==> src/rtl/clk_sched_ctrl.sv <==
// Control and configuration sequencer for the timing-wheel clock event scheduler.
// Holds the half-period/enable tables and sequences the scheduler through freeze, wheel init and run.
module clk_sched_ctrl #(
    parameter int CLOCK_NUMBER = 9,
    parameter int HP_WIDTH     = 8,
    parameter int MEM_SIZE     = 32
) (
    input  logic                             clk_i,
    input  logic                             rst_n_i,
    input  logic                             cfg_valid_i,
    output logic                             cfg_ready_o,
    input  logic [$clog2(CLOCK_NUMBER)-1:0]  cfg_idx_i,
    input  logic [HP_WIDTH-1:0]              cfg_hp_i,
    input  logic                             cfg_en_i,
    input  logic                             start_i,
    input  logic                             stop_i,
    output logic                             freeze_o,
    output logic                             wr_en_o,
    output logic [$clog2(MEM_SIZE)-1:0]      wr_addr_o,
    output logic [CLOCK_NUMBER-1:0]          wr_data_o,
    output logic [CLOCK_NUMBER*HP_WIDTH-1:0] hp_o,
    output logic [CLOCK_NUMBER-1:0]          en_o,
    output logic [1:0]                       state_o,
    output logic                             err_o,
    output logic [31:0]                      run_cnt_o
);

    localparam int AW = $clog2(MEM_SIZE);

    localparam logic [1:0] ST_IDLE = 2'b00;
    localparam logic [1:0] ST_INIT = 2'b01;
    localparam logic [1:0] ST_RUN  = 2'b10;

    logic                             cfg_fire;
    logic                             cfg_ok;
    logic [CLOCK_NUMBER-1:0]          en_next;
    logic [CLOCK_NUMBER*HP_WIDTH-1:0] hp_next;

    // Tables as they will look after this cycle's config write; start uses this mask.
    always_comb begin
        cfg_fire = cfg_valid_i && cfg_ready_o;
        cfg_ok   = (32'(cfg_idx_i) < CLOCK_NUMBER) && (cfg_hp_i != '0) &&
                   (32'(cfg_hp_i) < MEM_SIZE);
        en_next  = en_o;
        hp_next  = hp_o;
        if (cfg_fire && cfg_ok) begin
            for (int i = 0; i < CLOCK_NUMBER; i++) begin
                if (32'(cfg_idx_i) == i) begin
                    en_next[i]                    = cfg_en_i;
                    hp_next[i*HP_WIDTH +: HP_WIDTH] = cfg_hp_i;
                end
            end
        end
    end

    always_ff @(posedge clk_i) begin
        if (!rst_n_i) begin
            state_o     <= ST_IDLE;
            freeze_o    <= 1'b1;
            cfg_ready_o <= 1'b1;
            wr_en_o     <= 1'b0;
            wr_addr_o   <= '0;
            wr_data_o   <= '0;
            en_o        <= '1;
            err_o       <= 1'b0;
            run_cnt_o   <= '0;
            for (int i = 0; i < CLOCK_NUMBER; i++) begin
                hp_o[i*HP_WIDTH +: HP_WIDTH] <= HP_WIDTH'(i + 3);
            end
        end else begin
            err_o <= 1'b0;
            if (cfg_fire) begin
                if (cfg_ok) begin
                    en_o <= en_next;
                    hp_o <= hp_next;
                end else begin
                    err_o <= 1'b1;
                end
            end

            case (state_o)
                ST_IDLE: begin
                    if (start_i && !stop_i) begin
                        if (en_next == '0) begin
                            err_o <= 1'b1;
                        end else begin
                            state_o     <= ST_INIT;
                            cfg_ready_o <= 1'b0;
                            wr_en_o     <= 1'b1;
                            wr_addr_o   <= '0;
                            wr_data_o   <= en_next;
                        end
                    end
                end
                ST_INIT: begin
                    if (stop_i) begin
                        state_o     <= ST_IDLE;
                        freeze_o    <= 1'b1;
                        cfg_ready_o <= 1'b1;
                        wr_en_o     <= 1'b0;
                        wr_addr_o   <= '0;
                        wr_data_o   <= '0;
                    end else if (wr_addr_o == AW'(MEM_SIZE - 1)) begin
                        state_o   <= ST_RUN;
                        freeze_o  <= 1'b0;
                        wr_en_o   <= 1'b0;
                        wr_addr_o <= '0;
                        wr_data_o <= '0;
                        run_cnt_o <= '0;
                    end else begin
                        wr_addr_o <= wr_addr_o + 1'b1;
                        wr_data_o <= '0;
                    end
                end
                ST_RUN: begin
                    if (stop_i) begin
                        state_o     <= ST_IDLE;
                        freeze_o    <= 1'b1;
                        cfg_ready_o <= 1'b1;
                    end else if (run_cnt_o != '1) begin
                        run_cnt_o <= run_cnt_o + 1'b1;
                    end
                end
                default: begin
                    state_o     <= ST_IDLE;
                    freeze_o    <= 1'b1;
                    cfg_ready_o <= 1'b1;
                    wr_en_o     <= 1'b0;
                end
            endcase
        end
    end

endmodule

==> config.mk <==
export PLATFORM = sky130hd
export DESIGN_NAME = clk_sched_ctrl
export DESIGN_NICKNAME = d
export VERILOG_FILES = /design/src/rtl/clk_sched_ctrl.sv
export SDC_FILE = /design/constraint.sdc
export NUM_CORES = 1
export LEC_CHECK = 0
export ABC_CLOCK_PERIOD_IN_PS = 3050
export CORE_MARGIN = 5
export CORE_UTILIZATION = 48
export CTS_CLUSTER_SIZE = 24
export DETAILED_ROUTE_END_ITERATION = 7
export PLACE_DENSITY = 0.86
export SLEW_MARGIN = 20
export SYNTH_ARGS = -nofsm -noshare
export SYNTH_HDL_FRONTEND = slang
export SYNTH_SLANG_ARGS = --single-unit
==> constraint.sdc <==
create_clock -name clk_i -period 3.05 [get_ports clk_i]
set_input_delay 0.305 -clock clk_i [delete_from_list [all_inputs] [get_ports clk_i]]
set_output_delay 0.305 -clock clk_i [all_outputs]
set_load 0.02 [all_outputs]
; ---- Word-level counts from Yosys, hierarchy flattened
; Index checks and enable logic that the tools add are counted.
[word_totals]
regBits = 133
in_bits = 18
output_inout_bits = 133
[op_classes]
add_sub_neg = 2
magnitude_cmp = 2
n_eq_ne = 21
mux = 45
bitwise_logic = 2
n_reduce_logical = 29
[op_table]
columns = op, n
row1 = $mux 32, 4
row2 = $pmux 32 s2, 1
row3 = $reduce_and 4->1, 11
row4 = $add 32x1->32 const B, 1
row5 = $ne 32x32->1 const B, 1
row6 = $mux 9, 3
row7 = $mux 1, 22
row8 = $mux 5, 4
row9 = $pmux 9 s2, 1
row10 = $eq 4x3->1 const B, 4
row11 = $ne 2x2->1 const B, 7
row12 = $mux 2, 5
row13 = $pmux 5 s2, 1
row14 = $logic_not 9->1, 1
row15 = $reduce_and 3->1, 3
row16 = $eq 4x2->1 const B, 2
row17 = $lt 8x6->1 const B, 1
row18 = $reduce_bool 8->1, 1
row19 = $pmux 1 s3, 2
row20 = $pmux 2 s3, 1
row21 = $add 5x1->5 const B, 1
row22 = $eq 5x5->1 const B, 1
row23 = $logic_and 1x1->1, 5
row24 = $reduce_and 5->1, 1
row25 = other kinds (15), 17

; ---- Depth between registers and ports, before layout
; Gate-level depths: netlist of run 1.
[depth]
ltp_word = 9
mapped_depth = 10

; ---- Least setup slack after synthesis of run 1
; No wires, ideal clock.
[synth_path]
path_type = flip-flop to flip-flop
from = reg run_cnt_o[3]
to = reg run_cnt_o[10]
setup_time_ns = 0.128
arrival_time_ns = 2.249
path_slack_ns = 0.673
path_stages_with_launch = 9
path_buffers = 1
cell_sequence = dfxtp_1 and4_1 and3_1 nand4_1 o31ai_2 buf_2 nor3_1 xnor2_1 nor2_1
[synth_between]
elab_chain_cells = 4
word_cells_on_any_way = 7
cone_classes = add/sub (1) / eq/ne (2) / mux (3) / reduce/logical (1)
[synth_lines]
columns = item, line_no
row1 = start: declaration, 25  ; output logic [31:0] run_cnt_o
row2 = start signal: assignment, 121  ; run_cnt_o <= run_cnt_o + 1'b1;
row3 = $add 32x1->32, 121
row4 = $mux 32, 120  ; end else if (run_cnt_o != '1) begin
row5 = $mux 32, 116  ; if (stop_i) begin
row6 = $pmux 32 s2, 81  ; case (state_o)
; Several ways; a longest one is shown, not always the timed one. The select of a mux whose other input is x is not followed.
; A chain may end at the register's enable or synchronous reset.

; ---- Worst setup path after layout of run 1
[layout_path]
from = reg wr_addr_o[0]
to = reg run_cnt_o[18]
[layout_between]
elab_chain_cells = 3
[layout_lines]
columns = item, line_no
row1 = start: declaration, 19  ; output logic [$clog2(MEM_SIZE)-1:0] wr_addr_o,
row2 = start signal: assignment, 111  ; wr_addr_o <= wr_addr_o + 1'b1;
row3 = $eq 5x5->1, 103  ; end else if (wr_addr_o == AW'(MEM_SIZE - 1)) begin
row4 = $ne 2x2->1 (no line), --
row5 = $reduce_and 5->1 (no line), --
; No other way between the ends.

==> results of run 1 <==
==> metrics by stage <==
stage	cell area [um^2]	hold WS, ns	std cells	setup WS (ns)	power (W)
2_1_floorplan	5600	0.503	602	0.673	0.00194
3_3_place_gp	7260	0.446	879	0.177	0.00203
3_5_place_dp	7260	0.455	879	0.124	0.00204
4_1_cts	7850	0.287	909	0.477	0.00408
5_1_grt	7850	0.321	909	0.277	0.00418
6_report	7850	0.299	909	0.421	0.00405
==> cells by family after synthesis <==
logic type | count (synthesis) | synth area share
and+or+nand+nor | 275 | 0.255
adders and majority gates | 6 | 0.0134
DFF | 133 | 0.475
buffers and inverters | 48 | 0.0402
AOI/OAI and AO/OA | 57 | 0.0728
muxes | 58 | 0.104
xor gates and xnor gates | 25 | 0.0391
==> where the power goes <==
part | internal (W) | switching [W]
clock | 0.00131 | 0.000737
sequential | 0.00176 | 0.0000122
combinational | 0.0000961 | 0.000138
==> how the worst max path moves through the flow <==
stage / from / slack, ns / end
floorplan: run_cnt_o[3] / 0.67 / run_cnt_o[10]
global placement: cfg_idx_i[2] / 0.18 / wr_data_o[7]
detailed placement: cfg_idx_i[2] / 0.12 / wr_data_o[6]
CTS: wr_addr_o[0] / 0.48 / run_cnt_o[18]
global route: wr_addr_o[0] / 0.28 / run_cnt_o[18]
finish: wr_addr_o[0] / 0.42 / run_cnt_o[18]
==> flip-flops by register name, summed over array words and instances (netlist names), 2 cells and up <==
signal and count:
en_o 9, wr_addr_o 5, state_o 2, hp_o 72, wr_data_o 9, run_cnt_o 32
==> layout by cell type, fill, tap and decap left out, types with 3 or more instances in the layout <==
cell	instances
nand4_1	8
dfxtp_1	133
or2_2	3
buf_4	22
a21oi_1	16
and3_1	31
clkdlybuf4s50_1	149
and2_1	3
a31o_1	3
bufinv_16	3
o21ai_0	10
inv_1	10
nand2_1	53
mux2i_1	55
nor2b_1	5
nand2b_1	5
xnor2_1	23
o211ai_1	6
nand3_1	26
clkbuf_16	17
and4_1	4
or3_1	17
clkinv_2	5
ha_1	6
nor2_1	71
nor4_1	6
nor3_1	23
==> layout make-up <==
type | count | area, um^2
Multi-Input combinational cell | 421 | 2720
Timing Repair Buffer | 172 | 1660
Clock inverter | 10 | 131
Tap cell | 143 | 179
Inverter | 10 | 37.5
Sequential cell | 133 | 2660
Fill cell | 890 | 3570
Clock buffer | 20 | 457
==> metal layers <==
layer	part of all wire	track usage	vias to the layer above
li1	-	-	2412
met1	0.41	0.271	2431
met2	0.50	0.385	194
met3	0.058	0.0706	47
met4	0.035	0.112	0
met5	0	0	-
==> results.rst, run 1 <==
.. list-table::
   :header-rows: 1

   * - Metric
     - Value
   * - Final-layout setup total negative slack
     - 0 ns
   * - Average cell area after synthesis
     - 9.31 um^2
   * - Postcts setup bufs
     - 0
   * - Post-route clock skew
     - 0.00547 ns
   * - WL/cell
     - 17.8 um
   * - Cell row count
     - 39
   * - Reg clk slew, reported paths
     - 0.06 ns
   * - Hold path cells
     - 2
   * - Signal arrival time at the worst endpoint
     - 2.96 ns
   * - Global-route wire length before repair
     - 26300 um
   * - Count of buffers inserted at the top-level ports
     - 150
   * - Total CTS buffers
     - 17
   * - Buffers from clock root to sink, at most
     - 2
   * - Final-report hold violation count
     - 0
   * - Most used standard cells in the synthesized netlist
     - dfxtp_1 (133), nor2_1 (71), mux2i_1 (55)
   * - Worst ir drop on vdd
     - 0.000450 V
   * - Reg2Reg Capture Point
     - run_cnt_o[18]
   * - Number of global-route vias before repair
     - 5119
   * - Antenna violations before repair
     - 0
   * - Primary flip-flop cell chosen by synthesis mapping
     - dfxtp_1
   * - TritonCTS Sinks
     - 133
   * - Hold Crit Endpoint
     - hp_o[1]
   * - Root cell of the clock tree
     - clkbuf_16
   * - Register bit count reported by yosys
     - 133
   * - Minimum period implied by the final worst setup slack
     - 2.63 ns
   * - Number of distinct library cells after synthesis
     - 61
   * - X dimension of the die
     - 118 um
   * - Part of the cycle the worst path needs
     - 0.862
   * - Area growth from synthesis to layout
     - 40.1%
   * - Maximum Capacitance Violations
     - 0
   * - Clock tree from TritonCTS
     - built
   * - Worst Path Buf+Inv
     - 0
   * - Fraction of layout instances using a drive strength above 1
     - 0.0940
   * - Count of inserted antenna diode cells
     - 0
   * - # setup viols final
     - 0
   * - Number of synthesized flops with an enable pin
     - 0
   * - Avg Vias per Cell
     - 5.59
   * - Hold Buf Count CTS
     - 0
   * - Resized Gates After CTS
     - 0
   * - Crit-path most repeated cell
     - ha_1
   * - Outcome
     - completed
   * - CTS H-tree lvls
     - 4
   * - Final nets
     - 779
   * - Total of warnings raised by yosys
     - 0
   * - Slowest cell on the critical path
     - dfxtp_1
   * - Total nets after synthesis
     - 626
   * - Die area
     - 13900 um^2
   * - Cell type contributing the most total cell area after synthesis
     - dfxtp_1
   * - Remaining max-slew budget at the tightest pin
     - 0.583
   * - Total congestion overflow after global routing
     - 0
   * - Leakage component of the power
     - 3.24 nW
   * - Largest delay share family, worst path
     - simple AND/OR/NAND/NOR gates
   * - Synth top area share
     - 0.475
   * - Critical path peak fanout
     - 8
   * - Origin of the worst min-delay path
     - rst_n_i
   * - Starting utilization of the core area
     - 0.491
   * - Core utilization of the finished layout
     - 0.687
   * - Worst-Skew Late Latency
     - 0.42 ns
   * - Stage delay of the slowest cell on the critical path
     - 0.41 ns
   * - Remaining antenna violation count
     - 0
   * - 1st-iter DRT viols
     - 323
   * - Kind of capture point of the worst setup path
     - register
   * - Class of the most critical setup path
     - reg2reg
   * - I/O pin cnt
     - 151
   * - Maximum number of pins on one net before global-route repair
     - 38
   * - Number of remaining DRC errors
     - 0
   * - Vias after detailed routing
     - 5084
   * - Gate count after technology mapping
     - 602
   * - Weighted congestion at the end of routability-driven global placement
     - 0.877
   * - Critical Path, Cell by Cell
     - ha_1, and3_1, ha_1, mux2i_1, or2_2, nor2_1, o211ai_1, or3_1, a21oi_1
   * - Leading cell type by number of instances after synthesis
     - dfxtp_1
   * - Core outline area
     - 11400 um^2
   * - Half-perimeter wire length after detailed placement
     - 11600 um
   * - Setup repair after global routing missed its margin
     - false
   * - Pins Over Slew Limit
     - 0
   * - F_max
     - 380 MHz
   * - Die Height
     - 118 um
   * - Startpoint of the worst register-to-register path
     - wr_addr_o[0]
   * - Tot GR Track Use
     - 0.232
   * - Tightest Pin Transition
     - 0.623 ns
   * - Cell count of the worst reg-to-reg path
     - 9
   * - Netlist area before placement
     - 5600 um^2
   * - Sequential cell area fraction in the yosys report
     - 0.475
   * - Class of the worst hold path
     - in2reg
   * - Post-detailed-routing wire length
     - 16200 um
   * - Kind of start point of the critical path
     - register
   * - Fraction of registers with async set/reset
     - 0
   * - PwrDens
     - 516 nW/um^2
   * - Slack of the worst reg-to-reg path
     - 0.42 ns
   * - Number of logic stages on the critical path including buffering
     - 9
   * - Data required time at the worst endpoint
     - 3.38 ns
   * - Synth area leaders
     - dfxtp_1 (48%), mux2i_1 (9.8%), nor2_1 (4.8%)
   * - First-pass DRT Iterations
     - 6
Note: power is estimated with default switching activity, not from simulation.
==> run 2, diff against run 1 <==
--- a/config.mk
+++ b/config.mk
@@ -10,8 +10,8 @@
 export CORE_UTILIZATION = 48
 export CTS_CLUSTER_SIZE = 24
 export DETAILED_ROUTE_END_ITERATION = 7
-export PLACE_DENSITY = 0.86
-export SLEW_MARGIN = 20
+export PLACE_DENSITY = 0.87
+export RECOVER_POWER = 50
 export SYNTH_ARGS = -nofsm -noshare
 export SYNTH_HDL_FRONTEND = slang
 export SYNTH_SLANG_ARGS = --single-unit
==> run 2 against run 1 <==
Net effect: final cell count is 0.11% higher; die area is the same; critical path depth did not move; routed wire length down 2.7%; clock skew fell by 0.00087 ns; combinational power is 4% lower; first-iteration DRC count decreased by 0.93%; via count shrank 1.7%; flip-flop and latch count stayed put; largest cell class unchanged; highest routed layer unchanged.
==> results.rst, run 2 (synthesis gave the netlist of run 1 again) <==
.. list-table::
   :header-rows: 1

   * - Metric
     - Value
   * - Outcome
     - completed (unchanged)
   * - Largest registers
     - hp_o (72), run_cnt_o (32) (unchanged)
   * - Area growth from synthesis to layout
     - 40.4% (was 40.1%)
   * - Reg clk slew, reported paths
     - 0.06 ns (about the same)
   * - 1st-iter DRT viols
     - 320 (was 323)
   * - Minimum period implied by the final worst setup slack
     - 2.57 ns (was 2.63 ns)
   * - Pins Over Slew Limit
     - 0 (unchanged)
   * - Met3 demand-to-capacity share in global routing
     - 0.0572 (was 0.0706)
   * - Tot GR Track Use
     - 0.226 (was 0.232)
   * - Minimum setup slack in the final design
     - 0.480 ns (was 0.421 ns)
   * - P_sw
     - 0.000927 W (was 0.000887 W)
   * - Count of inserted antenna diode cells
     - 0 (unchanged)
   * - Post-route clock skew
     - 0.00460 ns (was 0.00547 ns)
   * - Final total power
     - 0.00408 W (was 0.00405 W)
   * - Resized Gates After CTS
     - 0 (unchanged)
   * - PwrDens
     - 519 nW/um^2 (was 516 nW/um^2)
   * - Combinational Power Share
     - 0.055 (was 0.058)
   * - Place WS
     - 0.140 ns (was 0.124 ns)
   * - Post-detailed-routing wire length
     - 15700 um (was 16200 um)
   * - Postcts setup bufs
     - 0 (unchanged)
   * - Count of buffers inserted at the top-level ports
     - 150 (unchanged)
   * - Int Power
     - 0.00316 W (about the same)
   * - Switching Share
     - 0.227 (was 0.219)
   * - Crit-path most repeated cell
     - ha_1 (unchanged)
   * - I/O pin cnt
     - 151 (unchanged)
   * - Max FFs per register
     - 72 (unchanged)
   * - Kind of capture point of the worst setup path
     - register (unchanged)
   * - Critical path peak fanout
     - 8 (unchanged)
   * - TritonCTS Sinks
     - 133 (unchanged)
   * - Critical Path, Cell by Cell
     - ha_1, and3_1, ha_1, mux2i_1, or2_2, nor2_1, o211ai_1, or3_1, a21oi_1 (unchanged)
   * - Antenna violations before repair
     - 0 (unchanged)
   * - Number of remaining DRC errors
     - 0 (unchanged)
   * - Part of the cycle the worst path needs
     - 0.843 (was 0.862)
   * - Weighted congestion at the end of routability-driven global placement
     - 0.882 (was 0.877)
   * - Setup repair after global routing missed its margin
     - false (unchanged)
   * - Remaining max-slew budget at the tightest pin
     - 0.593 (was 0.583)
   * - Register with the most flip-flops
     - hp_o (unchanged)
   * - Stage delay of the slowest cell on the critical path
     - 0.41 ns (about the same)
   * - Buffers from clock root to sink, at most
     - 2 (unchanged)
   * - Vias after detailed routing
     - 4999 (was 5084)
   * - Signal arrival time at the worst endpoint
     - 2.90 ns (was 2.96 ns)
   * - Die Height
     - 118 um (unchanged)
   * - Maximum Capacitance Violations
     - 0 (unchanged)
   * - Kind of start point of the critical path
     - register (unchanged)
   * - Met1 track demand over resource in global routing
     - 0.267 (was 0.271)
   * - Root cell of the clock tree
     - clkbuf_16 (unchanged)
   * - CTS H-tree lvls
     - 4 (unchanged)
   * - Cell row count
     - 39 (unchanged)
   * - WL/cell
     - 17.3 um (was 17.8 um)
   * - Share of power burned in the clock network
     - 0.512 (was 0.506)
   * - Half-perimeter wire length after detailed placement
     - 11400 um (was 11600 um)
   * - # setup viols final
     - 0 (unchanged)
   * - Worst ir drop on vdd
     - 0.000752 V (was 0.000450 V)
   * - Total CTS buffers
     - 17 (unchanged)
   * - Class of the worst hold path
     - in2reg (unchanged)
   * - F_max
     - 389 MHz (was 380 MHz)
   * - Class of the most critical setup path
     - reg2reg (unchanged)
   * - Data required time at the worst endpoint
     - 3.38 ns (about the same)
   * - Clock tree from TritonCTS
     - built (unchanged)
   * - Maximum number of pins on one net before global-route repair
     - 68 (was 38)
   * - Starting utilization of the core area
     - 0.491 (unchanged)
   * - Total congestion overflow after global routing
     - 0 (unchanged)
   * - Tightest Pin Transition
     - 0.608 ns (was 0.623 ns)
   * - Core outline area
     - 11400 um^2 (unchanged)
   * - Fraction of layout instances using a drive strength above 1
     - 0.0965 (was 0.0940)
   * - Slowest cell on the critical path
     - dfxtp_1 (unchanged)
   * - Final-layout setup total negative slack
     - 0 ns (unchanged)
   * - Avg Vias per Cell
     - 5.49 (was 5.59)
   * - Global-route wire length before repair
     - 25800 um (was 26300 um)
   * - Remaining antenna violation count
     - 0 (unchanged)
   * - Flop pwr share
     - 0.433 (was 0.436)
   * - Final nets
     - 778 (was 779)
   * - Worst-Skew Late Latency
     - 0.41 ns (was 0.42 ns)
   * - Hold Buf Count CTS
     - 0 (unchanged)
   * - Number of global-route vias before repair
     - 4957 (was 5119)
   * - First-pass DRT Iterations
     - 5 (was 6)
   * - Gr busiest metal
     - met2 (unchanged)
   * - Leakage component of the power
     - 3.51 nW (was 3.24 nW)
   * - Highest-count cells in the layout ignoring fill and taps
     - dfxtp_1 (133), dlygate4sd3_1 (133), nor2_1 (71) (was clkdlybuf4s50_1 (149), dfxtp_1 (133), nor2_1 (71))
   * - Final-report hold violation count
     - 0 (unchanged)
   * - GR Util met2
     - 0.382 (was 0.385)
   * - X dimension of the die
     - 118 um (unchanged)
   * - Die area
     - 13900 um^2 (unchanged)
run 2: metrics by stage:
step / area, um^2 / utilization / hold WS (ns) / instances
finish: 7860 / 0.689 / 0.443 / 910
floorplan: 5600 / - / 0.503 / 602
global route: 7860 / 0.689 / 0.438 / 910
CTS: 7860 / 0.689 / 0.407 / 910
global placement: 7250 / 0.635 / 0.446 / 878
detailed placement: 7250 / 0.635 / 0.452 / 878
run 2: worst max-delay path, delay by kind of cell (launching register included):
family	cells	cell delay (ns)
mux	1	0.11
flops	1	0.41
compound gates	2	0.46
simple gates	4	1.10
fa+ha+maj	2	0.42
run 2: cell type report:
class	count	area, um^2
well taps	143	179
clock inverters	14	174
inverters	10	37.5
flip-flops and latches	133	2660
fillers	896	3550
repair buffers	171	1650
multi-input cells	421	2720
clock buffers	18	439
run 2: layer usage:
metal,share of wire,vias to the layer above
met5,0,-
met2,0.50,164
met4,0.026,0
met3,0.051,29
li1,-,2402
met1,0.42,2404
run 2: path summary, 6_finish.rpt:
check | start | endpoint | slack, ns | depth (start not counted)
max | wr_addr_o[0] | run_cnt_o[18] | 0.48 | 9
min | rst_n_i | wr_data_o[4] | 0.44 | 3
min reg2reg | hp_o[4] | hp_o[4] | 0.46 | 2
max reg2reg | wr_addr_o[0] | run_cnt_o[18] | 0.48 | 9
run 2: power groups by stage:
stage               Clock (W)  Combinational (W)  Sequential (W)
finish                0.00209           0.000225         0.00177
CTS                   0.00213           0.000231         0.00177
global route          0.00221           0.000243         0.00177
global placement            0           0.000224         0.00180
detailed placement          0           0.000229         0.00181
floorplan                   0           0.000112         0.00182
==> run 3, diff against run 2 <==
--- a/config.mk
+++ b/config.mk
@@ -5,7 +5,7 @@
 export SDC_FILE = /design/constraint.sdc
 export NUM_CORES = 1
 export LEC_CHECK = 0
-export ABC_CLOCK_PERIOD_IN_PS = 3050
+export ABC_CLOCK_PERIOD_IN_PS = 2630
 export CORE_MARGIN = 5
 export CORE_UTILIZATION = 48
 export CTS_CLUSTER_SIZE = 24
==> constraint.sdc (replaced) <==
create_clock -name clk_i -period 2.63 [get_ports clk_i]
set_input_delay 0.263 -clock clk_i [delete_from_list [all_inputs] [get_ports clk_i]]
set_output_delay 0.263 -clock clk_i [all_outputs]
set_load 0.02 [all_outputs]
==> run 3 against run 2 <==
Net effect: global-route usage is 1.4 points higher; clock skew increased by 0.0014 ns; flip-flop and latch count is the same; count of clock-buffer cells in the layout shrank 1; sequential share of layout area shrank 0.74 points; via count up 3.9%; routed wire length rose by 6.1%; final area up 2.3%; combinational power is 24% higher; final cell count up 2.7%; sequential power up 16%; largest cell class unchanged; highest routed layer unchanged.
==> results.rst, run 3 (synthesis gave the netlist of run 1 again) <==
.. list-table::
   :header-rows: 1

   * - Metric
     - Value
   * - Outcome
     - completed (unchanged)
   * - Total congestion overflow after global routing
     - 0 (unchanged)
   * - Area occupied by registers
     - 2670 um^2 (was 2660 um^2)
   * - Root cell of the clock tree
     - clkbuf_16 (unchanged)
   * - Minimum period implied by the final worst setup slack
     - 2.52 ns
   * - # setup viols final
     - 0 (unchanged)
   * - Core outline area
     - 11400 um^2 (unchanged)
   * - Final-report hold violation count
     - 0 (unchanged)
   * - Fillcell total
     - 847 (was 896)
   * - Pins Over Slew Limit
     - 0 (unchanged)
   * - Part of the cycle the worst path needs
     - 0.958
   * - Area of the multi-input gates
     - 2720 um^2 (about the same)
   * - Die Height
     - 118 um (unchanged)
   * - Area growth from synthesis to layout
     - 43.7% (was 40.4%)
   * - Cell row count
     - 39 (unchanged)
   * - Worst ir drop on vdd
     - 0.000586 V (was 0.000752 V)
   * - Final-layout setup total negative slack
     - 0 ns (unchanged)
   * - Remaining max-slew budget at the tightest pin
     - 0.557 (was 0.593)
   * - Class of the most critical setup path
     - in2reg (was reg2reg)
   * - F_max
     - 397 MHz
   * - Starting utilization of the core area
     - 0.491 (unchanged)
   * - WL/cell
     - 17.9 um (was 17.3 um)
   * - Signal arrival time at the worst endpoint
     - 2.86 ns (was 2.90 ns)
   * - Remaining antenna violation count
     - 0 (unchanged)
   * - Final Hold Slack
     - 0.235 ns (was 0.443 ns)
   * - Antenna violations before repair
     - 0 (unchanged)
   * - Count of inserted antenna diode cells
     - 0 (unchanged)
   * - Leading cell type in the layout, fill and taps excluded
     - dfxtp_1
   * - Finished Layout Cells
     - 935 (was 910)
   * - Slowest cell on the critical path
     - or4_1 (was dfxtp_1)
   * - Max FFs per register
     - 72 (unchanged)
   * - Tot GR Track Use
     - 0.240 (was 0.226)
   * - Post-detailed-placement cell area
     - 7420 um^2 (was 7250 um^2)
   * - Class of the worst hold path
     - in2reg (unchanged)
   * - Largest registers
     - hp_o (72), run_cnt_o (32) (unchanged)
   * - Register with the most flip-flops
     - hp_o (unchanged)
   * - Highest-count cells in the layout ignoring fill and taps
     - dfxtp_1 (131), dlygate4sd3_1 (130), nor2_1 (71) (was dfxtp_1 (133), dlygate4sd3_1 (133), nor2_1 (71))
   * - Final nets
     - 803 (was 778)
   * - First-pass DRT Iterations
     - 5 (unchanged)
   * - Worst-Skew Late Latency
     - 0.41 ns (about the same)
   * - Buffers from clock root to sink, at most
     - 2 (unchanged)
   * - TritonCTS Sinks
     - 133 (unchanged)
   * - Half-perimeter wire length after detailed placement
     - 12000 um (was 11400 um)
   * - Kind of capture point of the worst setup path
     - register (unchanged)
   * - Count of buffers inserted at the top-level ports
     - 150 (unchanged)
   * - I/O pin cnt
     - 151 (unchanged)
   * - Leakage component of the power
     - 3.63 nW (was 3.51 nW)
   * - Maximum number of pins on one net before global-route repair
     - 33 (was 68)
   * - Number of global-route vias before repair
     - 5266 (was 4957)
   * - Weighted congestion at the end of routability-driven global placement
     - 0.896 (was 0.882)
   * - Final total power
     - 0.00474 W (was 0.00408 W)
   * - PwrDens
     - 589 nW/um^2 (was 519 nW/um^2)
   * - CTS H-tree lvls
     - 4 (unchanged)
   * - 1st-iter DRT viols
     - 346 (was 320)
   * - Stage delay of the slowest cell on the critical path
     - 0.69 ns (was 0.41 ns)
   * - Vias after detailed routing
     - 5192 (was 4999)
   * - Maximum Capacitance Violations
     - 0 (unchanged)
   * - Critical path peak fanout
     - 7 (was 8)
   * - Data required time at the worst endpoint
     - 2.97 ns (was 3.38 ns)
   * - Post-detailed-routing wire length
     - 16700 um (was 15700 um)
   * - Tightest Pin Transition
     - 0.665 ns (was 0.608 ns)
   * - Reg clk slew, reported paths
     - 0.06 ns (about the same)
   * - X dimension of the die
     - 118 um (unchanged)
   * - Fraction of layout instances using a drive strength above 1
     - 0.125 (was 0.0965)
   * - Number of remaining DRC errors
     - 0 (unchanged)
   * - Die area
     - 13900 um^2 (unchanged)
   * - Total CTS buffers
     - 17 (unchanged)
   * - Number of cells after detailed placement
     - 901 (was 878)
   * - Critical Path, Cell by Cell
     - clkdlybuf4s50_1, or4_1, o211ai_1, a211oi_1, a221o_2, o31ai_4, and2_1, mux2i_1 (was ha_1, and3_1, ha_1, mux2i_1, or2_2, nor2_1, o211ai_1, or3_1, a21oi_1)
   * - Post-route clock skew
     - 0.00601 ns (was 0.00460 ns)
   * - Kind of start point of the critical path
     - input pin (was register)
   * - Clock tree from TritonCTS
     - built (unchanged)
   * - Avg Vias per Cell
     - 5.55 (was 5.49)
   * - Hold Buf Count CTS
     - 0 (unchanged)
   * - Global-route wire length before repair
     - 27200 um (was 25800 um)
   * - Cell area after layout
     - 8050 um^2 (was 7860 um^2)
## run 3: critical path: cells and delay by family
family,cells,cell delay (ns)
and+or+nand+nor,2,1.02
AOI/OAI and AO/OA,4,0.93
buffers and inverters,1,0.42
muxes,1,0.22
## run 3: layout make-up
class | count | area share
Clock buffer | 17 | 0.0529
Timing Repair Buffer | 196 | 0.229
Tap cell | 143 | 0.0222
Sequential cell | 133 | 0.331
Clock inverter | 15 | 0.0224
Multi-Input combinational cell | 421 | 0.338
Inverter | 10 | 0.00466
## run 3: what timing repair did
item / in CTS / in global routing
resized for setup: 0 / 5
endpoints found under the setup margin: 0 / 12
buffers inserted: 0 / 2
## run 3: power by group
| part | internal [W] | switching, W | total (W) | leakage, nW |
|---|---|---|---|---|
| logic | 0.000117 | 0.000162 | 0.000279 | 2.27 |
| registers | 0.00204 | 0.0000137 | 0.00205 | 1.08 |
| clock network | 0.00149 | 0.000917 | 0.00241 | 0.290 |
| total | 0.00365 | 0.00109 | 0.00474 | 3.63 |
## run 3: worst paths after layout
kind,endpoint,startpoint,depth (start not counted),slack (ns)
setup reg to reg,run_cnt_o[20],wr_addr_o[0],9,0.15
hold / removal,en_o[6],rst_n_i,2,0.23
hold reg to reg,hp_o[4],hp_o[4],2,0.46
setup / recovery,wr_data_o[7],cfg_hp_i[1],8,0.11
## run 3: metal layers
metal  routed length [um]  vias to the layer above  part of all wire  GRT usage
met1                 6860                     2504              0.41      0.284
met5                    0                        -                 0          0
met2                 8320                      187              0.50      0.397
met3                  949                       38             0.057     0.0692
met4                  567                        0             0.034      0.117
li1                     -                     2463                 -          -
## run 3: metrics by stage
stage                     setup WS, ns  utilization
final                            0.111        0.705
after global routing          -0.00955        0.705
after CTS                       0.0680        0.703
after detailed placement        -0.274        0.650
after global placement          -0.191        0.650
after floorplan                  0.253            -
==> edit (config.mk and constraints of run 1) <==
Change the parameter `MEM_SIZE` from 32 to 128.
--- a/src/rtl/clk_sched_ctrl.sv
+++ b/src/rtl/clk_sched_ctrl.sv
@@ -4,5 +4,5 @@
     parameter int CLOCK_NUMBER = 9,
     parameter int HP_WIDTH     = 8,
-    parameter int MEM_SIZE     = 32
+    parameter int MEM_SIZE     = 128
 ) (
     input  logic                             clk_i,
Ports: changed (resized wr_addr_o); port bits go from 151 to 153. No check against the original RTL was run, so the function may have changed too.
==> edit against run 1 <==
  * Via count increased by 8.6%
  * Setup slack worse by 200 ps
  * Routed wire length is 6.4% higher
  * Sequential cell count rose by 2
  * First-iteration DRC count grew 47%
  * Clock skew rose by 1.4 ps
  * Maximum frequency fell by 7.1%
  * Cell area up 4.0%
  * Total power increased by 0.19%
  * Synthesized area up 3.1%
==> edit: results (changes against run 1) <==
| Metric | Value |
|---|---|
| Status | `complete, no violations` |
| Nets | `845 (+8.5%)` |
| Post-Synth XOR/XNOR Area | `3.032% (-0.88 points)` |
| Detailed Route Iter0 Violations | `474 (+47%)` |
| Largest stage delay on the critical path | `700 ps (+290 ps)` |
| Worst slack at placement | `-179.1 ps (-303.5 ps)` |
| Slew @ Worst Pin | `598.8 ps (-24.47 ps)` |
| Critical path origin | `cfg_idx_i[1]` |
| Worst Path Max Fanout | `11 (+3)` |
| Synth top cells by count | `dfxtp_1 (135), nand2_1 (95), nor2_1 (80)` |
| Peak supply drop | `428.2 µV (-4.8%)` |
| Syn Nets | `675 (+7.8%)` |
| Flop+latch power | `1.81 mW (+2%)` |
| DR vias/cell | `5.623 (+0.54%)` |
| Final hold slack | `298.4 ps (-0.3320 ps)` |
| Routed length on met1 | `7170 µm (+8.8%)` |
| Vias in the first global route | `5568 (+8.8%)` |
| FF-to-FF setup slack | `240 ps (-180 ps)` |
| Number of port buffers | `152 (+1.3%)` |
| Met2 routed WL | `8105 µm (+0.37%)` |
| GR Util met2 | `39.90% (+1.4 points)` |
| Largest buffer count on any clock path | `2 (unchanged)` |
| Mux cell area share after synthesis | `10.94% (+0.50 points)` |
| Global routing usage on met3 | `7.587% (+0.52 points)` |
| Setup ws final | `221.0 ps (-200.3 ps)` |
| Synth Area in Compound Gates | `9.073% (+1.8 points)` |
| Gr usage total | `24.32% (+1.2 points)` |
| TritonRoute pass-1 iters | `5 (-1)` |
| Dpl hpwl | `12620 µm (+8.8%)` |
| Crit path DAT | `3140 ps (+180 ps)` |
| Worst setup path end | `wr_addr_o[6]` |
| Skew final | `6.916 ps (+1.449 ps)` |
| Post-Route WL | `17200 µm (+6.4%)` |
| Net Sw Frac | `26.06% (+4.2 points)` |
| Hold Path Sink | `en_o[3]` |
| Layout cell share with drive strength beyond 1 | `11.14% (+1.7 points)` |
| FF-to-FF Start | `cfg_ready_o` |
| Synth Area in Adders | `1.083% (-0.26 points)` |
| Sequential area share after synthesis | `46.77% (-0.76 points)` |
| GPL Wtd Cong | `0.9611 (+9.7%)` |
| Post-DP Area | `7596 µm² (+4.7%)` |
| Pin count of the biggest net entering global routing | `34 (-11%)` |
| First-pass GRT wire length | `28090 µm (+6.9%)` |
==> edit: cell count changes after synthesis, sizes merged, moves of 4 or more <==
cell and delta:
a32o +5, nor3 -11, o21ai +4, o211ai -5, nor2 +9, xnor2 -12, a21oi +7, and3 -15
or3 -9, nand2 +41, xor2 +7, clkbuf +7, mux2i +7
==> edit: layout make-up <==
cell class | count | area [µm²]
Sequential cell | 135 | 2703
Fill cell | 878 | 3755
Clock buffer | 17 | 425.4
Inverter | 11 | 41.29
Clock inverter | 15 | 135.1
Multi-Input combinational cell | 461 | 2821
Timing Repair Buffer | 196 | 1847
Tap cell | 147 | 183.9
==> edit: stage by stage <==
stage                     total power, mW  std cells
final                               4.058        982
after global routing                4.203        982
after CTS                           4.088        982
after detailed placement            2.161        950
after global placement              2.152        950
after floorplan                     2.023        652
==> edit: worst max-delay path, delay by kind of cell <==
family | cells | cell delay [ps]
AO/OA/AOI/OAI | 2 | 580
buffers and inverters | 1 | 550
AND/OR/NAND/NOR | 5 | 1690
